[src/rtl/pipe_pkg.sv]
// Shared pipeline definitions: controller state encoding and the
// bubble value loaded into a flushed pipeline register.
package pipe_pkg;

   typedef enum logic [1:0] {
      ST_INIT     = 2'd0,
      ST_RUN      = 2'd1,
      ST_MDU_WAIT = 2'd2
   } state_e;

   typedef struct packed {
      logic [1:0] wb;
      logic [2:0] m;
      logic [3:0] ex;
   } ctrl_t;

   localparam ctrl_t CTRL_BUBBLE = '0;

endpackage

[src/rtl/pipe_hazard_ctrl_if.sv]
// Hazard inputs from the pipeline and the register load/flush
// controls returned to it.
interface pipe_hazard_ctrl_if;

   logic [4:0] ifid_rs;
   logic [4:0] ifid_rt;
   logic       ifid_uses_rt;
   logic       idex_memread;
   logic [4:0] idex_rt;
   logic       branch_taken;
   logic       mem_req;
   logic       mem_ready;
   logic       mdu_start;
   logic       mdu_done;

   logic       pc_we;
   logic       ifid_we;
   logic       idex_we;
   logic       exmem_we;
   logic       memwb_we;
   logic       ifid_flush;
   logic       idex_flush;
   logic       exmem_flush;
   logic       memwb_flush;

   modport master (
      output ifid_rs, ifid_rt, ifid_uses_rt,
      output idex_memread, idex_rt, branch_taken,
      output mem_req, mem_ready, mdu_start, mdu_done,
      input  pc_we, ifid_we, idex_we, exmem_we, memwb_we,
      input  ifid_flush, idex_flush, exmem_flush, memwb_flush
   );

   modport slave (
      input  ifid_rs, ifid_rt, ifid_uses_rt,
      input  idex_memread, idex_rt, branch_taken,
      input  mem_req, mem_ready, mdu_start, mdu_done,
      output pc_we, ifid_we, idex_we, exmem_we, memwb_we,
      output ifid_flush, idex_flush, exmem_flush, memwb_flush
   );

endinterface

[src/rtl/pipe_hazard_ctrl_hazard_detect.sv]
// Load-use compare between the load in EX and the sources of the
// instruction in ID; r0 never creates a dependency.
module hazard_detect (
   input  logic [4:0] ifid_rs,
   input  logic [4:0] ifid_rt,
   input  logic       ifid_uses_rt,
   input  logic       idex_memread,
   input  logic [4:0] idex_rt,
   output logic       load_use
);

   logic rs_hit;
   logic rt_hit;

   assign rs_hit = (idex_rt == ifid_rs);
   assign rt_hit = ifid_uses_rt && (idex_rt == ifid_rt);

   assign load_use = idex_memread && (idex_rt != 5'd0)
                     && (rs_hit || rt_hit);

endmodule

[src/rtl/pipe_hazard_ctrl.sv]
// Pipeline stall/flush controller: post-reset flush, load-use,
// branch squash, memory wait and MDU wait with timeout.
module pipe_hazard_ctrl
   import pipe_pkg::*;
#(
   parameter int INIT_CYCLES = 4,
   parameter int MDU_MAX     = 64,
   parameter int CNT_W       = 32
) (
   input  logic             clk,
   input  logic             rst_n,
   pipe_hazard_ctrl_if.slave hz,
   output logic [CNT_W-1:0] stall_cycles,
   output logic             mdu_timeout
);

   localparam int IW = $clog2(INIT_CYCLES + 1);
   localparam int TW = $clog2(MDU_MAX + 1);

   localparam logic [1:0] S_INIT = ST_INIT;
   localparam logic [1:0] S_RUN  = ST_RUN;
   localparam logic [1:0] S_MDU  = ST_MDU_WAIT;

   logic [1:0]    state;
   logic [IW-1:0] init_cnt;
   logic [TW-1:0] mdu_tmr;

   logic load_use;
   logic mem_wait;
   logic mdu_go;
   logic mdu_last;
   logic pc_we;

   hazard_detect u_hd (
      .ifid_rs      (hz.ifid_rs),
      .ifid_rt      (hz.ifid_rt),
      .ifid_uses_rt (hz.ifid_uses_rt),
      .idex_memread (hz.idex_memread),
      .idex_rt      (hz.idex_rt),
      .load_use     (load_use)
   );

   assign mem_wait = hz.mem_req && !hz.mem_ready;
   assign mdu_go   = hz.mdu_done && !mem_wait;
   assign mdu_last = (mdu_tmr == TW'(MDU_MAX - 1));

   always_comb begin
      pc_we          = 1'b1;
      hz.ifid_we     = 1'b1;
      hz.idex_we     = 1'b1;
      hz.exmem_we    = 1'b1;
      hz.memwb_we    = 1'b1;
      hz.ifid_flush  = 1'b0;
      hz.idex_flush  = 1'b0;
      hz.exmem_flush = 1'b0;
      hz.memwb_flush = 1'b0;
      case (state)
         S_RUN: begin
            if (mem_wait) begin
               pc_we          = 1'b0;
               hz.ifid_we     = 1'b0;
               hz.idex_we     = 1'b0;
               hz.exmem_we    = 1'b0;
               hz.memwb_flush = 1'b1;
            end else if (hz.mdu_start) begin
               pc_we          = 1'b0;
               hz.ifid_we     = 1'b0;
               hz.idex_we     = 1'b0;
               hz.exmem_flush = 1'b1;
            end else if (hz.branch_taken) begin
               hz.ifid_flush  = 1'b1;
               hz.idex_flush  = 1'b1;
            end else if (load_use) begin
               pc_we          = 1'b0;
               hz.ifid_we     = 1'b0;
               hz.idex_flush  = 1'b1;
            end
         end
         S_MDU: begin
            if (mem_wait) begin
               pc_we          = 1'b0;
               hz.ifid_we     = 1'b0;
               hz.idex_we     = 1'b0;
               hz.exmem_we    = 1'b0;
               hz.memwb_flush = 1'b1;
            end else if (!hz.mdu_done) begin
               pc_we          = 1'b0;
               hz.ifid_we     = 1'b0;
               hz.idex_we     = 1'b0;
               hz.exmem_flush = 1'b1;
            end
         end
         default: begin
            pc_we          = 1'b0;
            hz.ifid_flush  = 1'b1;
            hz.idex_flush  = 1'b1;
            hz.exmem_flush = 1'b1;
            hz.memwb_flush = 1'b1;
         end
      endcase
   end

   assign hz.pc_we = pc_we;

   always_ff @(posedge clk or negedge rst_n) begin
      if (!rst_n) begin
         state       <= S_INIT;
         init_cnt    <= '0;
         mdu_tmr     <= '0;
         mdu_timeout <= 1'b0;
      end else begin
         case (state)
            S_RUN: begin
               if (!mem_wait && hz.mdu_start) begin
                  state   <= S_MDU;
                  mdu_tmr <= '0;
               end
            end
            S_MDU: begin
               mdu_tmr <= mdu_tmr + 1'b1;
               if (mdu_go) begin
                  state <= S_RUN;
               end else if (mdu_last) begin
                  // Give up on the MDU; the pipeline resumes as normal.
                  state       <= S_RUN;
                  mdu_timeout <= 1'b1;
               end
            end
            default: begin
               if (init_cnt == IW'(INIT_CYCLES - 1)) begin
                  state <= S_RUN;
               end else begin
                  init_cnt <= init_cnt + 1'b1;
               end
            end
         endcase
      end
   end

   always_ff @(posedge clk or negedge rst_n) begin
      if (!rst_n) begin
         stall_cycles <= '0;
      end else if (state != S_INIT && !pc_we
                   && stall_cycles != '1) begin
         stall_cycles <= stall_cycles + 1'b1;
      end
   end

endmodule
[src/flat_wrapper.sv]
// flat-port wrapper written by rule: the top's interface ports become plain ports
module pipe_hazard_ctrl_flat import pipe_pkg::*;
#(
   parameter int INIT_CYCLES = 4,
   parameter int MDU_MAX     = 64,
   parameter int CNT_W       = 32
)
  (clk, rst_n, stall_cycles, mdu_timeout, hz_ifid_rs, hz_ifid_rt, hz_ifid_uses_rt, hz_idex_memread, hz_idex_rt, hz_branch_taken, hz_mem_req, hz_mem_ready, hz_mdu_start, hz_mdu_done, hz_pc_we, hz_ifid_we, hz_idex_we, hz_exmem_we, hz_memwb_we, hz_ifid_flush, hz_idex_flush, hz_exmem_flush, hz_memwb_flush);
  pipe_hazard_ctrl_if hz_i ();
  input  logic clk;
  input  logic rst_n;
  output logic [CNT_W-1:0] stall_cycles;
  output logic mdu_timeout;
  input wire logic [$bits(hz_i.ifid_rs)-1:0] hz_ifid_rs;
  input wire logic [$bits(hz_i.ifid_rt)-1:0] hz_ifid_rt;
  input wire logic [$bits(hz_i.ifid_uses_rt)-1:0] hz_ifid_uses_rt;
  input wire logic [$bits(hz_i.idex_memread)-1:0] hz_idex_memread;
  input wire logic [$bits(hz_i.idex_rt)-1:0] hz_idex_rt;
  input wire logic [$bits(hz_i.branch_taken)-1:0] hz_branch_taken;
  input wire logic [$bits(hz_i.mem_req)-1:0] hz_mem_req;
  input wire logic [$bits(hz_i.mem_ready)-1:0] hz_mem_ready;
  input wire logic [$bits(hz_i.mdu_start)-1:0] hz_mdu_start;
  input wire logic [$bits(hz_i.mdu_done)-1:0] hz_mdu_done;
  output wire logic [$bits(hz_i.pc_we)-1:0] hz_pc_we;
  output wire logic [$bits(hz_i.ifid_we)-1:0] hz_ifid_we;
  output wire logic [$bits(hz_i.idex_we)-1:0] hz_idex_we;
  output wire logic [$bits(hz_i.exmem_we)-1:0] hz_exmem_we;
  output wire logic [$bits(hz_i.memwb_we)-1:0] hz_memwb_we;
  output wire logic [$bits(hz_i.ifid_flush)-1:0] hz_ifid_flush;
  output wire logic [$bits(hz_i.idex_flush)-1:0] hz_idex_flush;
  output wire logic [$bits(hz_i.exmem_flush)-1:0] hz_exmem_flush;
  output wire logic [$bits(hz_i.memwb_flush)-1:0] hz_memwb_flush;
  assign hz_i.ifid_rs = hz_ifid_rs;
  assign hz_i.ifid_rt = hz_ifid_rt;
  assign hz_i.ifid_uses_rt = hz_ifid_uses_rt;
  assign hz_i.idex_memread = hz_idex_memread;
  assign hz_i.idex_rt = hz_idex_rt;
  assign hz_i.branch_taken = hz_branch_taken;
  assign hz_i.mem_req = hz_mem_req;
  assign hz_i.mem_ready = hz_mem_ready;
  assign hz_i.mdu_start = hz_mdu_start;
  assign hz_i.mdu_done = hz_mdu_done;
  assign hz_pc_we = hz_i.pc_we;
  assign hz_ifid_we = hz_i.ifid_we;
  assign hz_idex_we = hz_i.idex_we;
  assign hz_exmem_we = hz_i.exmem_we;
  assign hz_memwb_we = hz_i.memwb_we;
  assign hz_ifid_flush = hz_i.ifid_flush;
  assign hz_idex_flush = hz_i.idex_flush;
  assign hz_exmem_flush = hz_i.exmem_flush;
  assign hz_memwb_flush = hz_i.memwb_flush;
  pipe_hazard_ctrl #(.INIT_CYCLES(INIT_CYCLES), .MDU_MAX(MDU_MAX), .CNT_W(CNT_W)) u_core (.clk(clk), .rst_n(rst_n), .hz(hz_i), .stall_cycles(stall_cycles), .mdu_timeout(mdu_timeout));
endmodule
[config.mk]
export PLATFORM = sky130hd
export DESIGN_NAME = pipe_hazard_ctrl_flat
export DESIGN_NICKNAME = d
export VERILOG_FILES = /design/src/rtl/pipe_pkg.sv /design/src/rtl/pipe_hazard_ctrl_if.sv /design/src/rtl/pipe_hazard_ctrl_hazard_detect.sv /design/src/rtl/pipe_hazard_ctrl.sv /design/src/flat_wrapper.sv
export SDC_FILE = /design/constraint.sdc
export NUM_CORES = 1
export LEC_CHECK = 0
export ABC_AREA = 1
export CAP_MARGIN = 20
export CORE_UTILIZATION = 45
export DETAILED_ROUTE_END_ITERATION = 16
export GPL_TIMING_DRIVEN = 1
export PLACE_DENSITY = 0.8
export REMOVE_ABC_BUFFERS = 1
export SLEW_MARGIN = 30
export SYNTH_ARGS = -nofsm -noshare
export SYNTH_HDL_FRONTEND = slang
export SYNTH_SLANG_ARGS = --single-unit
[constraint.sdc]
create_clock -name clk -period 1.95 [get_ports clk]
set_input_delay 0.2925 -clock clk [delete_from_list [all_inputs] [get_ports clk]]
set_output_delay 0.2925 -clock clk [all_outputs]
set_load 0.02 [all_outputs]
After elaboration in Yosys (flattened, before gate mapping)
Index checks and enable logic that the tools add are counted.
- add/subtract/negate cells: 3
- equality and inequality tests: 9
- multiplexer cells: 36
- bitwise logic cells: 3
- reduce and logical (&&, ||, !) cells: 21
- operator list (kind ; number):
    adder 32 x 1 -> 32 bit (second input constant) ; 1
    != test 32 bit (second input constant) ; 1
    2-to-1 mux 1 bit ; 23
    one-hot mux 7 bit (2 select lines) ; 1
    one-hot mux 1 bit (2 select lines) ; 6
    equality test 5 bit ; 2
    logical AND 1 bit ; 8
    2-to-1 mux 2 bit ; 4
    adder 7 x 1 -> 7 bit (second input constant) ; 1
    equality test 7 x 6 -> 1 bit (second input constant) ; 1
    2-to-1 mux 7 bit ; 1
    AND reduction 3 bit ; 2
    nonzero test 5 bit ; 1
    one-hot mux 2 bit (2 select lines) ; 1
    AND reduction 2 bit ; 2
    nonzero test 2 bit ; 2
    adder 3 x 1 -> 3 bit (second input constant) ; 1
    equality test 3 x 2 -> 1 bit (second input constant) ; 1
    zero test 1 bit ; 3
    != test 3 x 1 -> 1 bit (second input constant) ; 1
    NOT 1 bit ; 3
    nonzero test 3 bit ; 1
    equality test 2 x 1 -> 1 bit (second input constant) ; 1
    equality test 2 bit (second input constant) ; 1
    3 further kinds ; 3
- register bits after elaboration: 45
- bits of input ports: 24
- output and inout bits: 42
- word-level logic and storage cells: 77

Logic depth before layout (Yosys ltp)
- word-level depth: 12
- depth in mapped cells: 14
- gate-level depth less buffers: 13

By module
From an unflattened synthesis, not the netlist that was laid out.
- cell total of the unflattened synthesis: 523
- area total of the unflattened synthesis: 3319.4 um^2
- by module, submodules not included (module ; instances ; cells each ; area each (um^2) ; seq. area each (um^2)):
    pipe_hazard_ctrl ; 1 ; 471 ; 3113.0 ; 1126.1
    hazard_detect ; 1 ; 52 ; 206.4 ; 0.0

Worst setup path before layout
No wires, ideal clock.
- kind: flip-flop to output port
- start: register u_core.state[0]
- end: output port hz_exmem_flush
- data arrival time: 1.631 ns
- data required time: 1.657 ns
- slack: 0.027 ns
- cell stages (with the launch flop): 5
- path buffers: 0
- cell sequence: dfrtp_1 > inv_1 > ha_1 > inv_1 > o311ai_0
- longest elaborated chain between the ends: 2
- elaborated cells between the ends (all ways): 3
- classes of those cells: eq/ne (2); mux (1)
- ends and longest elaborated chain (item ; RTL line ; text):
    start: declaration ; pipe_hazard_ctrl.sv:24 ; logic [1:0] state;
    start signal: assignment ; pipe_hazard_ctrl.sv:107 ; state <= S_INIT;
    start signal: assignment ; pipe_hazard_ctrl.sv:115 ; state <= S_MDU;
    start signal: assignment ; pipe_hazard_ctrl.sv:122 ; state <= S_RUN;
    equality test 2 bit or equality test 2 x 1 -> 1 bit (tied branches) ; pipe_hazard_ctrl.sv:57 ; case (state)
    one-hot mux 1 bit (2 select lines) (*) ; pipe_hazard_ctrl.sv:57 ;
    end: declaration ; flat_wrapper.sv:31 ; output wire logic [$bits(hz_i.exmem_flush)-1:0] hz_exmem_flush;
Every way passes the cells marked *; elsewhere a longest branch is shown, timed or not.

Final worst setup path
- start: register u_core.state[1]
- end: output port hz_pc_we
- longest elaborated chain between the ends: 2
- elaborated cells between the ends (all ways): 3
- classes of those cells: eq/ne (2); mux (1)
- ends and longest elaborated chain (item ; RTL line ; text):
    equality test 2 bit or equality test 2 x 1 -> 1 bit (tied branches) ; pipe_hazard_ctrl.sv:57 ;
    one-hot mux 1 bit (2 select lines) (*) ; pipe_hazard_ctrl.sv:57 ;
    end: declaration ; flat_wrapper.sv:24 ; output wire logic [$bits(hz_i.pc_we)-1:0] hz_pc_we;
Marks and branches as above.

==> reports/qor.csv <==
stage,metric,value,unit
status,outcome,"finished, violations left",
status,violations,negative setup slack,
yosys,synth-seq-cells,45,
drt,drt-total-wl,8370,um
power_and_ir_drop,intPower,2460,uW
yosys,synth_edf_count,0,
floorplan,die_w,85.1,um
timing,hold_viol_final,0,
power_and_ir_drop,swShare,0.428,
global_route,antenna_found_initial,0,
final_layout,fillers,580,
place,gp_congestion,0.968,
timing,min_period_over_period,1.01,
global_route,overflow,0,
final_layout,fin_area,0.00423,sq mm
place,dpl_cell_area,0.00401,sq mm
timing,max_slew_margin,0.661,
final_layout,num-nets-final,583,
yosys,syn_area,0.00311,sq mm
floorplan,core_area,0.00649,sq mm
critical_path,worst_ep_required_time,1.66,ns
floorplan,die_h,85.1,um
cts,htreeDepth,2,
timing,tns,-0.0241,ns
drt,drc,0,
yosys,synth_top_area_cell,dfrtp_1,
critical_path,crit_type,flip-flop to output pin,
place,placed_cells,617,
yosys,yosys-top-cells-count,"174 x nand2_1, 50 x nand3_1, 49 x inv_1, 45 x dfrtp_1, 40 x nor2_1",
yosys,yosysUniqueCellTypes,29,
power_and_ir_drop,clkPwrFrac,0.173,
yosys,synth_flop_cell,dfrtp_1,
final_layout,layout-drive-gt1-share,0.132,
critical_path,crit_fanout,2,
timing,timing.hold.ws,0.472,ns
job,cap_violations,0,
global_route,grt_pass1_wl,13900,um
final_layout,area_growth,36.1,%
critical_path,end_kind,output pin,
power_and_ir_drop,power.share.combinational,0.549,
drt,vias,3258,
drt,initialDrtViolationCount,319,
cts,clockBufferDepth,2,
timing,tightestPinTransition,0.508,ns
final_layout,final_util,0.651,
drt,first_pass_iters,5,
cts,cts_tree,built,
yosys,avgSynthCellArea,6.77,sq um
timing,slew_viol_final,0,
timing,finalCriticalPeriod,1.97,ns
timing,skew,0.0121,ns
place,dp_hpwl,6350,um
yosys,syn_inst,459,
global_route,grt_max_degree,26,
critical_path,arrival,1.68,ns
place,port_buffers,64,
floorplan,start_util,0.478,
drt,wl_per_cell,13.3,um
critical_path,critPathLaunchType,flip-flop,
final_layout,fin_cells,630,
floorplan,rows,29,
yosys,ys_top_cells_by_area,"dfrtp_1 36%, nand2_1 21%, nand3_1 8.1%, inv_1 5.9%, xor2_1 5.1%",
floorplan,dieArea,0.00724,sq mm
cts,cts_buffers,5,
yosys,synth_most_common_cell,nand2_1,
power_and_ir_drop,irDropWorstVdd,0.599,mV
timing,rsz0062_at_grt,true,
global_route,grtUsageTotal,0.239,
yosys,yosysSeqAreaShare,0.362,
final_layout,diodes,0,
cts,cts.clk_slew.worst_paths,0.08,ns
cts,cts.sinks,45,
hold_path,hp-class,flip-flop to flip-flop,
yosys,async_flop_share,1.00,
cts,root_buffer,clkbuf_8,
drt,drtAntennaViolNets,0,
power_and_ir_drop,power_leakage,0.00214,uW
power_and_ir_drop,power_switching,1840,uW
power_and_ir_drop,p_seq_frac,0.278,
power_and_ir_drop,power_density,1020,mW/mm^2
timing,setup_slack,-0.0241,ns
floorplan,ioPinCount,66,
yosys,yosysWarnings,0,
global_route,grt_pass1_vias,3054,
cts,clock_latency,0.30,ns
yosys,synth_top_area_share,0.362,
timing,finalSetupViolations,1,
drt,viasPerCell,5.17,
timing,fmax,0.507,GHz
-- per-stage QoR --
stage / power, uW / worst slack (ns)
floorplan: 2380 / -0.0152
global placement: 3400 / -0.433
detailed placement: 3460 / -0.483
CTS: 4150 / -0.0300
global route: 4580 / -0.0934
finish: 4290 / -0.0241
-- metal layers --
metal  up-vias  GRT usage  share of wire
met5         -          0              0
met4         0     0.0678          0.015
met3        11     0.0350          0.053
met2        90      0.398           0.48
met1      1522      0.323           0.45
li1       1635          -              -
-- worst paths after layout --
path | start | end | slack [ns] | cells past startpoint
setup / recovery | u_core.state[1] | hz_pc_we | -0.02 | 10
min in group asynchronous | rst_n | u_core.mdu_tmr[6] | 0.48 | 2
max in group asynchronous | rst_n | u_core.state[1] | 0.95 | 3
hold reg to reg | u_core.mdu_tmr[5] | u_core.mdu_tmr[5] | 0.47 | 1
setup reg to reg | u_core.state[1] | u_core.stall_cycles[12] | 0.09 | 13
hold / removal | u_core.mdu_tmr[5] | u_core.mdu_tmr[5] | 0.47 | 1
-- layout by cell type, fill, tap and decap left out, types with 5 or more instances in the layout --
master,Yosys,layout
nor2_1,40,39
nand4_1,5,5
buf_4,1,29
clkdlybuf4s50_1,0,50
nand3_1,50,49
a21oi_1,5,5
inv_1,49,43
nand2_1,174,168
o21ai_0,7,7
xnor2_1,11,11
dlygate4sd2_1,0,6
clkbuf_8,0,6
dfrtp_1,45,45
xor2_1,18,18
nand2_2,2,7
nor3_1,18,17
inv_2,2,7
-- critical path: stages (launching register included) --
cell and delay [ns]:
dfrtp_1 0.39, inv_2 0.09, ha_4 0.15, inv_2 0.05, nor3_4 0.19, buf_4 0.14, nand2_2 0.05, nand2_1 0.07
nand2_2 0.08, inv_2 0.06, buf_6 0.10
-- repair_timing --
action                                 in CTS  in global routing
endpoints found under the hold margin      20                  0
setup endpoints to repair                  29                 42
pin swaps                                   2                 10
resized for setup                          35                 29
buffers inserted                            1                  3
hold buffers                                1                  0
-- kinds of logic after synthesis --
| logic type | Yosys count | synth area share |
|---|---|---|
| AND/OR/NAND/NOR | 298 | 0.409 |
| other | 1 | 0.00121 |
| buffers and inverters | 62 | 0.0858 |
| AO/OA/AOI/OAI | 17 | 0.0318 |
| XOR/XNOR | 29 | 0.0818 |
| flip-flops | 45 | 0.362 |
| adder cells (fa/ha/maj) | 7 | 0.0282 |
-- power groups by stage --
stage | registers (uW) | clock network [uW] | logic [uW]
2_1_floorplan | 1260 | 0 | 1120
3_3_place_gp | 1200 | 0 | 2200
3_5_place_dp | 1200 | 0 | 2260
6_report | 1190 | 743 | 2360
5_1_grt | 1210 | 792 | 2570
4_1_cts | 1190 | 758 | 2210
-- sequential cells by signal (all words and copies together) (netlist names) --
signal / flops
u_core.state: 2
u_core.mdu_timeout: 1
u_core.init_cnt: 3
u_core.mdu_tmr: 7
u_core.stall_cycles: 32
-- layout make-up --
type                    instances  area (sq um)  share of cell area
flip-flops and latches         45          1130               0.266
clock inverters                 1          30.0             0.00710
repair buffers                 97           907               0.214
well taps                      77          96.3              0.0228
multi-input cells             352          1790               0.423
inverters                      51           194              0.0459
clock buffers                   7          86.3              0.0204
(Power assumes the default switching activity.)
